### src/rtl/dp_timing_tx.sv
// dp_timing_tx: 1920x1080-style video timing transmitter.
//
// Produces the 27-bit bus {vsync, hsync, den, R, G, B}. Active pixels are
// pulled from an upstream ready/valid source. The timing never stalls: when
// the source has nothing during an active pixel, FILL_RGB is sent instead
// and a sticky underflow flag is raised.
//
// Ports:
//   clk           clock
//   rst_n         asynchronous active-low reset
//   en            run request; dropping it finishes the current frame first
//   pix_valid     upstream pixel valid
//   pix_data      upstream pixel {R,G,B}
//   pix_ready     block accepts pix_data this cycle (combinational)
//   dp_out        [26] vsync, [25] hsync, [24] den, [23:0] RGB (registered)
//   frame_start   one-clock pulse aligned with pixel (0,0) on dp_out
//   underflow     sticky underflow flag
//   underflow_clr clears underflow (a same-clock set wins)
//   busy          high while the block is not idle (aligned with dp_out)
//
// Optional build macro DP_TIMING_TX_PATTERN_EN adds input pattern_sel[1:0]:
//   0 upstream data, 1 four vertical colour bars, 2 horizontal ramp,
//   3 solid FILL_RGB. The selection is latched at the start of each frame.

module dp_timing_tx #(
  parameter int          H_ACTIVE = 1920,
  parameter int          H_FP     = 88,
  parameter int          H_SYNC   = 44,
  parameter int          H_BP     = 148,
  parameter int          V_ACTIVE = 1080,
  parameter int          V_FP     = 4,
  parameter int          V_SYNC   = 5,
  parameter int          V_BP     = 36,
  parameter logic [23:0] FILL_RGB = 24'h000000
) (
  input  logic        clk,
  input  logic        rst_n,
  input  logic        en,
  input  logic        pix_valid,
  input  logic [23:0] pix_data,
  output logic        pix_ready,
  output logic [26:0] dp_out,
  output logic        frame_start,
  output logic        underflow,
  input  logic        underflow_clr,
  output logic        busy
`ifdef DP_TIMING_TX_PATTERN_EN
  ,
  input  logic [1:0]  pattern_sel
`endif
);

  localparam int H_TOTAL = H_ACTIVE + H_FP + H_SYNC + H_BP;
  localparam int V_TOTAL = V_ACTIVE + V_FP + V_SYNC + V_BP;

  localparam logic [11:0] H_LAST   = 12'(H_TOTAL - 1);
  localparam logic [11:0] V_LAST   = 12'(V_TOTAL - 1);
  localparam logic [11:0] H_ACT    = 12'(H_ACTIVE);
  localparam logic [11:0] V_ACT    = 12'(V_ACTIVE);
  localparam logic [11:0] HS_START = 12'(H_ACTIVE + H_FP);
  localparam logic [11:0] HS_END   = 12'(H_ACTIVE + H_FP + H_SYNC);
  localparam logic [11:0] VS_START = 12'(V_ACTIVE + V_FP);
  localparam logic [11:0] VS_END   = 12'(V_ACTIVE + V_FP + V_SYNC);

  typedef enum logic [1:0] {
    IDLE  = 2'd0,
    RUN   = 2'd1,
    DRAIN = 2'd2
  } state_t;

  state_t      state, state_next;
  logic [11:0] h_cnt, v_cnt;
  logic        active, frame_end, den, hsync, vsync;
  logic        use_src, uf_set;
  logic [23:0] rgb_next;

  assign active    = (state != IDLE);
  assign frame_end = (h_cnt == H_LAST) && (v_cnt == V_LAST);
  assign den       = (h_cnt < H_ACT) && (v_cnt < V_ACT);
  assign hsync     = (h_cnt >= HS_START) && (h_cnt < HS_END);
  assign vsync     = (v_cnt >= VS_START) && (v_cnt < VS_END);

`ifdef DP_TIMING_TX_PATTERN_EN
  localparam logic [11:0] BAR1 = 12'(H_ACTIVE / 4);
  localparam logic [11:0] BAR2 = 12'(2 * (H_ACTIVE / 4));
  localparam logic [11:0] BAR3 = 12'(3 * (H_ACTIVE / 4));

  logic [1:0]  pat_q, pat_eff;
  logic [23:0] pat_rgb;

  // The live select is only honoured at (0,0); the rest of the frame uses
  // the copy latched there, so a frame never mixes two patterns.
  assign pat_eff = ((h_cnt == 12'd0) && (v_cnt == 12'd0)) ? pattern_sel : pat_q;
  assign use_src = (pat_eff == 2'd0);

  always_ff @(posedge clk or negedge rst_n) begin
    if (!rst_n) pat_q <= 2'd0;
    else        pat_q <= pat_eff;
  end

  always_comb begin
    pat_rgb = FILL_RGB;
    case (pat_eff)
      2'd1: begin
        if      (h_cnt < BAR1) pat_rgb = 24'hFF0000;
        else if (h_cnt < BAR2) pat_rgb = 24'h00FF00;
        else if (h_cnt < BAR3) pat_rgb = 24'h0000FF;
        else                   pat_rgb = 24'hFFFFFF;
      end
      2'd2:    pat_rgb = {3{h_cnt[10:3]}};
      default: pat_rgb = FILL_RGB;
    endcase
  end
`else
  logic [23:0] pat_rgb;
  assign use_src = 1'b1;
  assign pat_rgb = FILL_RGB;
`endif

  always_ff @(posedge clk or negedge rst_n) begin
    if (!rst_n) state <= IDLE;
    else        state <= state_next;
  end

  // Stopping is deferred to the last clock of a frame. When en drops on that
  // very clock the frame is already complete, so we go straight to IDLE
  // rather than draining a whole extra frame.
  always_comb begin
    state_next = state;
    case (state)
      IDLE:    if (en) state_next = RUN;
      RUN:     if (!en) state_next = frame_end ? IDLE : DRAIN;
      DRAIN: begin
        if (en)             state_next = RUN;
        else if (frame_end) state_next = IDLE;
      end
      default: state_next = IDLE;
    endcase
  end

  always_comb begin
    pix_ready = active && den && use_src;
    uf_set    = active && den && use_src && !pix_valid;
    rgb_next  = 24'h000000;
    if (den) begin
      if (!use_src)       rgb_next = pat_rgb;
      else if (pix_valid) rgb_next = pix_data;
      else                rgb_next = FILL_RGB;
    end
  end

  // Counters sit at (0,0) while idle so a restart always begins a fresh frame.
  always_ff @(posedge clk or negedge rst_n) begin
    if (!rst_n) begin
      h_cnt <= 12'd0;
      v_cnt <= 12'd0;
    end else if (!active) begin
      h_cnt <= 12'd0;
      v_cnt <= 12'd0;
    end else if (h_cnt == H_LAST) begin
      h_cnt <= 12'd0;
      v_cnt <= (v_cnt == V_LAST) ? 12'd0 : v_cnt + 12'd1;
    end else begin
      h_cnt <= h_cnt + 12'd1;
    end
  end

  always_ff @(posedge clk or negedge rst_n) begin
    if (!rst_n) begin
      dp_out      <= 27'd0;
      frame_start <= 1'b0;
      busy        <= 1'b0;
      underflow   <= 1'b0;
    end else begin
      dp_out      <= active ? {vsync, hsync, den, rgb_next} : 27'd0;
      frame_start <= active && (h_cnt == 12'd0) && (v_cnt == 12'd0);
      busy        <= active;
      underflow   <= uf_set || (underflow && !underflow_clr);
    end
  end

endmodule

### config.mk
export PLATFORM = sky130hd
export DESIGN_NAME = dp_timing_tx
export DESIGN_NICKNAME = d
export VERILOG_FILES = /design/src/rtl/dp_timing_tx.sv
export SDC_FILE = /design/constraint.sdc
export NUM_CORES = 1
export LEC_CHECK = 0
export CAP_MARGIN = 15
export CORE_ASPECT_RATIO = 0.5
export CORE_MARGIN = 2
export CORE_UTILIZATION = 35
export DETAILED_ROUTE_END_ITERATION = 16
export GPL_TIMING_DRIVEN = 0
export MAX_ROUTING_LAYER = met4
export PLACE_DENSITY = 0.61
export SYNTH_ARGS = -nofsm -noshare
export SYNTH_HDL_FRONTEND = slang
export SYNTH_SLANG_ARGS = --single-unit
export TNS_END_PERCENT = 30
### constraint.sdc
create_clock -name clk -period 2.4 [get_ports clk]
set_input_delay 0.48 -clock clk [delete_from_list [all_inputs] [get_ports clk]]
set_output_delay 0.48 -clock clk [all_outputs]
set_load 0.02 [all_outputs]
* Word level (Yosys, flattened, before mapping)
Index checks and enable logic that the tools add are counted.
** Operators by class
- Magnitude comparators :: 6
- $add $sub $neg :: 2
- Reduce and logical (&&, ||, !) cells :: 17
- Equality and inequality tests :: 8
- Muxes and demuxes :: 14
** Operator list (count)
- $mux W12 :: 5
- $mux W24 :: 2
- $lt A12 B11 Y1 const B :: 3
- $mux W27 :: 1
- $add A12 B1 Y12 const B :: 2
- $ge A12 B11 Y1 const B :: 2
- $logic_not A12 Y1 :: 2
- $eq A12 B11 Y1 const B :: 1
- $eq A12 B12 Y1 const B :: 1
- $lt A12 B12 Y1 const B :: 1
- $mux W2 :: 5
- $logic_and A1 B1 Y1 :: 9
- $pmux W2 S3 :: 1
- $ne A2 B2 Y1 const B :: 2
- $ne A3 B3 Y1 const B :: 1
- $reduce_and A3 Y1 :: 1
- $eq A2 B1 Y1 const B :: 1
- $eq A2 B2 Y1 const B :: 1
- $logic_not A1 Y1 :: 2
- $logic_not A2 Y1 :: 1
- $ne A2 B1 Y1 const B :: 1
- $reduce_bool A2 Y1 :: 1
- $logic_or A1 B1 Y1 :: 1
** Word-level totals
- Output and inout port bits :: 31
- Bits in registers :: 56
- Input bits :: 29

* Depth between registers and ports, before layout
- Depth in word-level cells :: 5
- Depth in mapped cells :: 7
- Depth with buffers taken out :: 6

* Worst setup path after synthesis
No wires, ideal clock.
- Path kind :: register to register
- From :: reg h_cnt[9]
- To :: reg v_cnt[5]
- Data required time :: 2305 ps
- Cell stages (with the launch flop) :: 6
- Path buffers :: 1
- Slack :: 220 ps
- Data arrival time :: 2085 ps
- Path through :: dfrtp_1 -> or4_4 -> or4_1 -> buf_2 -> or4_1 -> o31ai_1
** On the way
- Word-level cells in the longest chain between the ends :: 2
** RTL lines
- start, declared :: line 72 : logic [11:0] h_cnt, v_cnt;
- start signal, assigned :: line 164 : h_cnt <= h_cnt + 12'd1;
- $eq A12 B12 Y1 :: line 160 : end else if (h_cnt == H_LAST) begin
- $ne A2 B1 Y1 (no source line)
- end signal, assigned :: line 162 : v_cnt <= (v_cnt == V_LAST) ? 12'd0 : v_cnt + 12'd1;
- end, declared :: line 72
No other way between the ends.
A chain may end at the register's enable or synchronous reset.

* Worst setup path in the final report
- From :: reg h_cnt[9]
- To :: reg v_cnt[8]
Same word-level chain as after synthesis.

==> reports/qor.csv <==
stage;metric;value;unit
clock_network;cts_hold_buffers;0;
worst_setup_path;worstPathArrival;2.52;ns
timing;fin_crit;2.35;ns
clock_network;clock_path_buffers;2;
route;wire_per_inst;15.2;um
grt;antenna_found_initial;0;
floorplan;rows;21;
outcome;status;completed;
route;drc;0;
grt;grt_pass1_vias;2095;
timing;tightest_slew;0.767;ns
clock_network;cts_buffers;5;
clock_network;cts_root_buf;clkbuf_16;
clock_network;insertion_delay;0.30;ns
layout;mostFrequentLayoutCell;clkdlybuf4s50_1;
grt;gr-usage-all-layers;0.176;
layout;final_nets;343;
timing;hold_viol;0;
clock_network;clk_pin_slew;0.08;ns
logic_synthesis;synth_ff_type;dfrtp_1;
logic_synthesis;syn-num-nets;276;
worst_setup_path;cp.required;2.57;ns
clock_network;h-tree-depth;2;
logic_synthesis;ys_ff_latch;56;
layout;layout_common_cells;clkdlybuf4s50_1, dfrtp_1, and2_1, nor2_1, nand2_1;
logic_synthesis;synthCells;243;
timing;clock.fmax;0.426;GHz
logic_synthesis;async_flop_share;1.00;
timing;finalSetupViolCount;0;
timing;report.final.slew_viol_count;0;
worst_setup_path;critical_path.max_fanout;10;
route;vias;1995;
logic_synthesis;avgSynthCellArea;10.3;sq um
hold_path;hold_class;primary input to async pin;
logic_synthesis;synth_edf_count;0;
route;drt-pass1-iter-count;4;
route;routed_wl;6130;um
clock_network;cts_tree;built;
route;drtIter0Drc;91;
floorplan;die_y;63.9;um
power;p_leak;1.43;nW
grt;grt_max_degree;34;
logic_synthesis;netlist_area;0.00251;sq mm
layout;syn_to_final_growth;37.3;%
layout;diodes;0;
grt;grt_pass1_wl;10400;um
route;ant_nets;0;
power;vdd_ir_drop_max;0.000398;V
logic_synthesis;ys_warn_count;0;
floorplan;core_region_area;0.00681;sq mm
power;p_per_area;664;mW/mm^2
route;vias_per_cell;4.95;
layout;drive_gt1_frac;0.0836;
placement;place_congestion;0.911;
worst_setup_path;startpoint_type;flip-flop;
clock_network;numClockSinks;56;
timing;holdWs;0.252;ns
timing;fin_worst_skew;0.00972;ns
worst_setup_path;worstSetupEndpointType;flip-flop;
worst_setup_path;crit_type;flip-flop to flip-flop;
floorplan;ios;60;
timing;max_slew_margin;0.489;
timing;setup_ws;0.0513;ns
floorplan;die_w;124;um
placement;preCtsSetupSlack;-0.186;ns
worst_setup_path;crit_start;h_cnt[9];
floorplan;initial_core_util;0.369;
clock_network;post_cts_buffers;0;
logic_synthesis;yosysUniqueCellTypes;41;
placement;hpwlAfterDp;4350;um
run;maxCapViolCount;0;
placement;io_buffers;59;
timing;fin_crit_sh;0.979;
grt;grt_overflow;0;
worst_setup_path;rr_startpoint;h_cnt[9];
logic_synthesis;seq_area_frac_synth;0.558;
floorplan;die_area;0.00791;sq mm
[stage by stage]
step                      setup TNS (ns)  cell area (sq um)   util  total power, W  instances
after floorplan                        0               2510      -         0.00125        243
after global placement            -49.15               3220  0.473         0.00144        394
after detailed placement           -4.08               3240  0.476         0.00146        395
after CTS                         -0.133               3420  0.503         0.00231        403
after global routing             -0.0408               3450  0.507         0.00240        403
final                                  0               3450  0.507         0.00229        403
[state kept, by name, indices dropped and copies added (netlist names)]
register / cells
busy: 1
state: 2
h_cnt: 12
underflow: 1
frame_start: 1
dp_out: 27
v_cnt: 12
[worst max-delay path, stage by stage (launching register included)]
cell and delay [ns]:
dfrtp_1 0.44, or4_4 0.55, or4_1 0.51, buf_4 0.17, clkbuf_2 0.19, a32oi_1 0.24
o41ai_1 0.11
[timing repair]
| action | in CTS | in global routing |
|---|---|---|
| endpoints found under the hold margin | 0 | 0 |
| setup endpoints to repair | 31 | 25 |
| resized for setup | 6 | 8 |
| pin swaps | 0 | 2 |
[power by group]
part | total [W] | internal [W] | switching [W]
combinational | 0.000390 | 0.000181 | 0.000209
clock | 0.000852 | 0.000497 | 0.000355
sequential | 0.00105 | 0.00101 | 0.0000408
total | 0.00229 | 0.00168 | 0.000605
[cells by family (layout without fill, tap and decap cells)]
family | count (synthesis) | in the layout | share of synthesized area
compound gates | 33 | 33 | 0.0857
xor+xnor | 11 | 11 | 0.0383
fa+ha+maj | 4 | 4 | 0.0199
flops | 56 | 56 | 0.558
mux | 7 | 7 | 0.0279
buf+inv | 18 | 86 | 0.0309
simple gates | 114 | 114 | 0.240
[final timing paths]
check / endpoint / slack [ns] / cells past startpoint
worst max-delay path: v_cnt[8] / 0.05 / 6
worst min-delay path: dp_out[6] / 0.25 / 1
worst max register to register: v_cnt[8] / 0.05 / 6
worst min register to register: h_cnt[0] / 0.50 / 1
max in group asynchronous: v_cnt[3] / 1.57 / 2
min in group clk: h_cnt[0] / 0.50 / 1
[layer usage]
layer | vias to the layer above | routed length, um | part of all wire | GRT usage
met2 | 60 | 3030 | 0.49 | 0.286
met3 | 11 | 364 | 0.059 | 0.0446
met4 | 0 | 74 | 0.012 | 0.0483
met1 | 951 | 2660 | 0.43 | 0.218
met5 | - | 0 | 0 | -
li1 | 973 | - | - | -
[layout make-up]
cell class	count	area (sq um)
flip-flops and latches	56	1400
fillers	615	3360
multi-input cells	169	1070
well taps	92	115
clock inverters	3	46.3
clock buffers	5	125
inverters	6	22.5
repair buffers	60	608
plain buffers	12	60.1
[cell usage after synthesis, drive strengths merged, types with 2 or more instances]
| master | n | area share |
|---|---|---|
| a211oi | 3 | 0.013 |
| a21oi | 10 | 0.020 |
| and2 | 26 | 0.065 |
| and3 | 3 | 0.0075 |
| buf | 4 | 0.0095 |
| clkbuf | 8 | 0.012 |
| dfrtp | 56 | 0.56 |
| ha | 4 | 0.020 |
| inv | 6 | 0.0090 |
| mux2i | 7 | 0.028 |
| nand2 | 16 | 0.024 |
| nand2b | 4 | 0.010 |
| nand3 | 13 | 0.026 |
| nand4 | 6 | 0.015 |
| nor2 | 24 | 0.036 |
| nor3 | 8 | 0.016 |
| nor4 | 2 | 0.0050 |
| o211ai | 3 | 0.0090 |
| o21ai | 9 | 0.018 |
| o41ai | 2 | 0.0070 |
| or3 | 2 | 0.0050 |
| or4 | 5 | 0.016 |
| xnor2 | 9 | 0.031 |
| xor2 | 2 | 0.0070 |
Note: power is estimated with default switching activity, not from simulation.
